<file path="src/rtl/frame_color_stats_if.sv">
// Pixel tap, measurement request and result bundle for frame_color_stats.
// master drives the capture-side stream and start; slave is the statistics unit.
interface frame_color_stats_if #(
    parameter int unsigned AW = 17
) ();
    logic          vsync;
    logic          px_valid;
    logic [AW-1:0] px_addr;
    logic [7:0]    px_data;
    logic          start;
    logic          busy;
    logic          done;
    logic [1:0]    color;
    logic [AW-1:0] cnt_r;
    logic [AW-1:0] cnt_g;
    logic [AW-1:0] cnt_b;

    modport master (
        output vsync, px_valid, px_addr, px_data, start,
        input  busy, done, color, cnt_r, cnt_g, cnt_b
    );

    modport slave (
        input  vsync, px_valid, px_addr, px_data, start,
        output busy, done, color, cnt_r, cnt_g, cnt_b
    );
endinterface

</file>
<file path="src/rtl/frame_color_stats.sv">
// Per-frame colour statistics: counts red/green/blue RGB332 pixels written during one
// frame and reports the counts plus a dominant-colour code when the frame ends.
module frame_color_stats #(
    parameter int unsigned AW        = 17,
    parameter int unsigned NPIX      = 76800,
    parameter int unsigned TH        = 5,
    parameter int unsigned TL        = 3,
    parameter int unsigned MIN_COUNT = 1024
) (
    input logic                 clk,
    input logic                 rst,
    frame_color_stats_if.slave  bus
);
    localparam logic [2:0]    TH3      = 3'(TH);
    localparam logic [2:0]    TL3      = 3'(TL);
    localparam logic [AW-1:0] LAST     = AW'(NPIX - 1);
    localparam logic [AW-1:0] MIN_CNT  = AW'(MIN_COUNT);
    localparam logic [AW-1:0] ONE      = AW'(1);

    typedef enum logic [1:0] {
        StIdle,
        StArm,
        StAccum,
        StDecide
    } state_e;

    state_e        state_q, state_d;
    logic          vsync_q;
    logic          clear, inc;
    logic [AW-1:0] acc_r, acc_g, acc_b;
    logic [AW-1:0] cnt_r_q, cnt_g_q, cnt_b_q;
    logic [1:0]    color_q, color_d;
    logic          done_q;
    logic [2:0]    ch_r, ch_g, ch_b;
    logic          is_red, is_green, is_blue;
    logic [1:0]    win_code;
    logic [AW-1:0] win_cnt;
    logic          frame_start, frame_end;

    assign frame_start = vsync_q & ~bus.vsync;
    assign frame_end   = ~vsync_q & bus.vsync;

    // Classify the incoming pixel; blue is widened to 3 bits by repeating its MSB.
    always_comb begin
        ch_r     = bus.px_data[7:5];
        ch_g     = bus.px_data[4:2];
        ch_b     = {bus.px_data[1:0], bus.px_data[1]};
        is_red   = (ch_r >= TH3) && (ch_g < TL3) && (ch_b < TL3);
        is_green = (ch_g >= TH3) && (ch_r < TL3) && (ch_b < TL3);
        is_blue  = (ch_b >= TH3) && (ch_r < TL3) && (ch_g < TL3);
    end

    // State register and VSYNC edge-detect delay.
    always_ff @(posedge clk or posedge rst) begin
        if (rst) begin
            state_q <= StIdle;
            vsync_q <= 1'b1;
        end else begin
            state_q <= state_d;
            vsync_q <= bus.vsync;
        end
    end

    // Next-state logic; a last-address pixel coinciding with frame end is one transition.
    always_comb begin
        state_d = state_q;
        clear   = 1'b0;
        inc     = 1'b0;
        unique case (state_q)
            StIdle: begin
                if (bus.start) state_d = StArm;
            end
            StArm: begin
                if (frame_start) begin
                    clear   = 1'b1;
                    state_d = StAccum;
                end
            end
            StAccum: begin
                inc = bus.px_valid;
                if ((bus.px_valid && bus.px_addr == LAST) || frame_end) state_d = StDecide;
            end
            StDecide: begin
                state_d = StIdle;
            end
            default: state_d = StIdle;
        endcase
    end

    // Saturating per-class accumulators, cleared at the frame start that follows arming.
    always_ff @(posedge clk or posedge rst) begin
        if (rst) begin
            acc_r <= '0;
            acc_g <= '0;
            acc_b <= '0;
        end else if (clear) begin
            acc_r <= '0;
            acc_g <= '0;
            acc_b <= '0;
        end else if (inc) begin
            if (is_red   && acc_r != '1) acc_r <= acc_r + ONE;
            if (is_green && acc_g != '1) acc_g <= acc_g + ONE;
            if (is_blue  && acc_b != '1) acc_b <= acc_b + ONE;
        end
    end

    // Strictly-largest winner; ties fall to red, then green, then blue.
    always_comb begin
        if (acc_r >= acc_g && acc_r >= acc_b) begin
            win_code = 2'b01;
            win_cnt  = acc_r;
        end else if (acc_g >= acc_b) begin
            win_code = 2'b10;
            win_cnt  = acc_g;
        end else begin
            win_code = 2'b11;
            win_cnt  = acc_b;
        end
        color_d = (win_cnt >= MIN_CNT) ? win_code : 2'b00;
    end

    // Result registers update leaving DECIDE, together with the done pulse.
    always_ff @(posedge clk or posedge rst) begin
        if (rst) begin
            cnt_r_q <= '0;
            cnt_g_q <= '0;
            cnt_b_q <= '0;
            color_q <= 2'b00;
            done_q  <= 1'b0;
        end else begin
            done_q <= (state_q == StDecide);
            if (state_q == StDecide) begin
                cnt_r_q <= acc_r;
                cnt_g_q <= acc_g;
                cnt_b_q <= acc_b;
                color_q <= color_d;
            end
        end
    end

    assign bus.busy  = (state_q != StIdle);
    assign bus.done  = done_q;
    assign bus.color = color_q;
    assign bus.cnt_r = cnt_r_q;
    assign bus.cnt_g = cnt_g_q;
    assign bus.cnt_b = cnt_b_q;
endmodule

</file>
<file path="src/flat_wrapper.sv">
// flat-port wrapper written by rule: the top's interface ports become plain ports
module frame_color_stats_flat 
#(
    parameter int unsigned AW        = 17,
    parameter int unsigned NPIX      = 76800,
    parameter int unsigned TH        = 5,
    parameter int unsigned TL        = 3,
    parameter int unsigned MIN_COUNT = 1024
)
  (clk, rst, bus_vsync, bus_px_valid, bus_px_addr, bus_px_data, bus_start, bus_busy, bus_done, bus_color, bus_cnt_r, bus_cnt_g, bus_cnt_b);
  frame_color_stats_if #(.AW(AW)) bus_i ();
  input logic clk;
  input logic rst;
  input wire logic [$bits(bus_i.vsync)-1:0] bus_vsync;
  input wire logic [$bits(bus_i.px_valid)-1:0] bus_px_valid;
  input wire logic [$bits(bus_i.px_addr)-1:0] bus_px_addr;
  input wire logic [$bits(bus_i.px_data)-1:0] bus_px_data;
  input wire logic [$bits(bus_i.start)-1:0] bus_start;
  output wire logic [$bits(bus_i.busy)-1:0] bus_busy;
  output wire logic [$bits(bus_i.done)-1:0] bus_done;
  output wire logic [$bits(bus_i.color)-1:0] bus_color;
  output wire logic [$bits(bus_i.cnt_r)-1:0] bus_cnt_r;
  output wire logic [$bits(bus_i.cnt_g)-1:0] bus_cnt_g;
  output wire logic [$bits(bus_i.cnt_b)-1:0] bus_cnt_b;
  assign bus_i.vsync = bus_vsync;
  assign bus_i.px_valid = bus_px_valid;
  assign bus_i.px_addr = bus_px_addr;
  assign bus_i.px_data = bus_px_data;
  assign bus_i.start = bus_start;
  assign bus_busy = bus_i.busy;
  assign bus_done = bus_i.done;
  assign bus_color = bus_i.color;
  assign bus_cnt_r = bus_i.cnt_r;
  assign bus_cnt_g = bus_i.cnt_g;
  assign bus_cnt_b = bus_i.cnt_b;
  frame_color_stats #(.AW(AW), .NPIX(NPIX), .TH(TH), .TL(TL), .MIN_COUNT(MIN_COUNT)) u_core (.clk(clk), .rst(rst), .bus(bus_i));
endmodule
</file>
<file path="config.mk">
export PLATFORM = sky130hd
export DESIGN_NAME = frame_color_stats_flat
export DESIGN_NICKNAME = d
export VERILOG_FILES = /design/src/rtl/frame_color_stats_if.sv /design/src/rtl/frame_color_stats.sv /design/src/flat_wrapper.sv
export SDC_FILE = /design/constraint.sdc
export NUM_CORES = 1
export LEC_CHECK = 0
export BUFFER_PORTS_ARGS = -buffer_cell sky130_fd_sc_hd__buf_2
export CAP_MARGIN = 20
export CORE_MARGIN = 2
export CORE_UTILIZATION = 45
export CTS_BUF_LIST = sky130_fd_sc_hd__clkbuf_8
export CTS_CLUSTER_DIAMETER = 50
export DETAILED_ROUTE_END_ITERATION = 6
export GPL_TIMING_DRIVEN = 0
export PLACE_DENSITY = 0.68
export SYNTH_ARGS = -nofsm -noshare
export SYNTH_HDL_FRONTEND = slang
export SYNTH_SLANG_ARGS = --single-unit
</file>
<file path="constraint.sdc">
create_clock -name clk -period 3.7 [get_ports clk]
set_input_delay 0.74 -clock clk [delete_from_list [all_inputs] [get_ports clk]]
set_output_delay 0.74 -clock clk [all_outputs]
set_load 0.02 [all_outputs]
</file>
==> impl_metrics.py <==
metrics = {
    "status": {
        "outcome": "complete, no violations",
    },
    "detailed_routing": {
        "vias_per_cell": 5.49,
        "drt_iter0_markers": 249,
        "first_pass_iters": 5,
        "drc_errors": 0,
        "ant_nets": 0,
        "vias": 4725,
        "wl_per_cell_um": 17.1,
        "wirelength_um": 14700,
    },
    "pwr": {
        "seqPwrFrac": 0.424,
        "power.internal_uw": 2180,
        "power.switching_uw": 1330,
        "pwr-share-comb": 0.369,
        "leakage_uw": 0.00344,
        "swShare": 0.380,
        "power_density_nw_per_um2": 503,
        "power_frac_clock": 0.207,
        "irDropWorstVdd_v": 0.000234,
    },
    "clocking": {
        "cts.sinks": 108,
        "clk_root_buffer_cell": "clkbuf_8",
        "cts_buffers": 9,
        "cts_hold_buf": 0,
        "clk_latency_ns": 0.40,
        "cts.path.max_buffers": 2,
        "cts_resized": 0,
        "cts_tree": "built",
        "post-cts-setup-buffer-count": 0,
        "clkSlewWorstSetupHoldPaths_ns": 0.11,
        "h-tree-depth": 3,
    },
    "finish": {
        "diodes": 0,
        "regArea_sq_um": 2700,
        "nets": 772,
        "fin_area_sq_um": 6980,
        "fillers": 1244,
        "drive_gt1_frac": 0.235,
        "synthToLayoutAreaGrowth_pct": 14.0,
        "multi_input_area_sq_um": 3170,
    },
    "global_routing": {
        "antenna_found_initial": 0,
        "grt_pass1_wl_um": 23500,
        "grt-ovfl-total": 0,
        "grt_max_degree": 61,
        "track_usage": 0.210,
        "grt_pass1_vias": 4682,
    },
    "logic_synthesis": {
        "syn_nets": 677,
        "avgSynthCellArea_sq_um": 10.5,
        "ys.flop_type": "dfrtp_1",
        "synth_cell_types": 53,
        "ys_seq_elements": 108,
        "synth_top_area_share": 0.438,
        "ys_warn_count": 0,
        "synth.most_common_cell": "dfrtp_1",
        "synth-async-reset-ratio": 1.00,
        "synth_top_area_cell": "dfrtp_1",
        "yosys-top-cells-area": "dfrtp_1 (44%), ha_1 (13%), mux2_2 (9.6%), xnor2_1 (4.6%), nor2_1 (3.6%)",
        "synth_cells": 585,
        "synth.cell_area_sq_um": 6120,
        "ys_seq_area_frac": 0.442,
        "synth_common_cells": "dfrtp_1 (107), ha_1 (62), nor2_1 (59)",
        "synth-edff-count": 0,
    },
    "setup_path": {
        "crit_type": "flip-flop to flip-flop",
        "cp-end-kind": "flip-flop",
        "cp-start-kind": "flip-flop",
        "cp_max_fo": 10,
        "arrival_ns": 3.40,
        "required_ns": 3.96,
    },
    "timing": {
        "rsz0062_at_grt": "no",
        "worst_slew_pin_slew_ns": 0.707,
        "fin_skew_ns": 0.0124,
        "fin_crit_ns": 3.14,
        "period_share": 0.849,
        "hold_viol_final": 0,
        "maxSlewHeadroom": 0.525,
        "max_freq_mhz": 318,
        "setup_viol": 0,
        "slew_viol_final": 0,
        "whs_ns": 0.431,
    },
    "placed_design": {
        "dpl_cell_area_sq_um": 6780,
        "io_buffers": 83,
        "gp_congestion": 0.905,
        "hpwl_um": 11400,
    },
    "floorplanning": {
        "die_area_sq_um": 14500,
        "initial_utilization": 0.462,
        "row_count": 42,
        "io_pins": 85,
        "fp.dieW_um": 121,
        "coreArea_sq_um": 13200,
        "die_y_um": 121,
    },
    "worst_hold_path": {
        "hp-class": "primary input to async pin",
    },
    "job": {
        "cap_violations": 0,
    },
}
## through the flow
stage	std cells	util	setup slack (ns)	total power (uW)	setup TNS (ns)
detailed placement	845	0.512	0.627	2800	0
floorplan	585	-	0.116	2390	0
finish	861	0.527	0.558	3510	0
CTS	861	0.527	0.606	3530	0
global route	861	0.527	0.370	3730	0
global placement	844	0.510	-1.06	2740	-112.10
## final cells by class
cell class | instances | area share
plain buffers | 16 | 0.00969
clock buffers | 9 | 0.0178
clock inverters | 7 | 0.00987
inverters | 46 | 0.0251
multi-input cells | 415 | 0.455
flip-flops and latches | 108 | 0.388
well taps | 176 | 0.0316
repair buffers | 84 | 0.0635
## per-layer routing
metal  GRT usage  part of all wire
met5           0                 0
met4      0.0799             0.018
met3      0.0330             0.039
met2       0.352              0.49
met1       0.273              0.45
## cell usage in the layout, fill, tap and decap left out, types with 7 or more instances in the layout
cell type / instances
ha_1: 62
buf_2: 83
nand4_1: 19
dfrtp_1: 107
nand3_1: 15
nor4_1: 8
xor2_1: 7
clkbuf_1: 10
nor3_1: 9
nor2_1: 59
a21oi_1: 28
nand2_1: 34
mux2_2: 52
a211oi_1: 7
or3_1: 9
clkbuf_8: 9
xnor2_1: 32
o21ai_0: 19
inv_1: 46
## power by group through the flow
| stage | sequential (uW) | clock, uW | combinational [uW] |
|---|---|---|---|
| after floorplan | 1590 | 0 | 793 |
| after global placement | 1500 | 0 | 1240 |
| after detailed placement | 1510 | 0 | 1290 |
| after CTS | 1490 | 748 | 1290 |
| after global routing | 1510 | 800 | 1410 |
| final | 1490 | 726 | 1290 |
## registers in the layout, summed over array words and instances, names as in the netlist
| name | cells |
|---|---|
| u_core.state_q | 2 |
| u_core.bus.color | 2 |
| u_core.bus.cnt_g | 17 |
| u_core.acc_r | 17 |
| u_core.acc_b | 17 |
| u_core.bus.cnt_r | 17 |
| u_core.bus.cnt_b | 17 |
| u_core.acc_g | 17 |
| u_core.vsync_q | 1 |
| u_core.bus.done | 1 |
## worst max-delay path: stages (launching register included)
cell      delay, ns
dfrtp_1        0.47
and4_1         0.27
and4_1         0.24
nand2_1        0.08
nor3_1         0.05
ha_1           0.16
nand2b_1       0.17
nor4_4         0.66
o211ai_1       0.29
or3_1          0.42
xnor2_1        0.14
nor2_1         0.06
## cells by family (layout without fill, tap and decap cells)
| family | after synthesis | in the layout | synth area share |
|---|---|---|---|
| simple gates | 178 | 178 | 0.147 |
| xor+xnor | 39 | 39 | 0.0558 |
| fa+ha+maj | 62 | 62 | 0.127 |
| buf+inv | 62 | 162 | 0.0393 |
| mux | 57 | 57 | 0.104 |
| compound gates | 79 | 79 | 0.0855 |
| flops | 108 | 108 | 0.442 |
## path summary, 6_finish.rpt
check	cells after the start	slack [ns]	to	start
worst max register to register	11	0.56	u_core.acc_g[14]	u_core.acc_g[5]
worst max-delay path	11	0.56	u_core.acc_g[14]	u_core.acc_g[5]
worst min-delay path	2	0.43	u_core.acc_g[6]	rst
max in group asynchronous	3	2.56	u_core.bus.cnt_r[11]	rst
min in group clk	1	0.46	u_core.vsync_q	bus_vsync
worst min register to register	1	0.51	u_core.bus.cnt_g[16]	u_core.bus.cnt_g[16]
(Power assumes the default switching activity.)
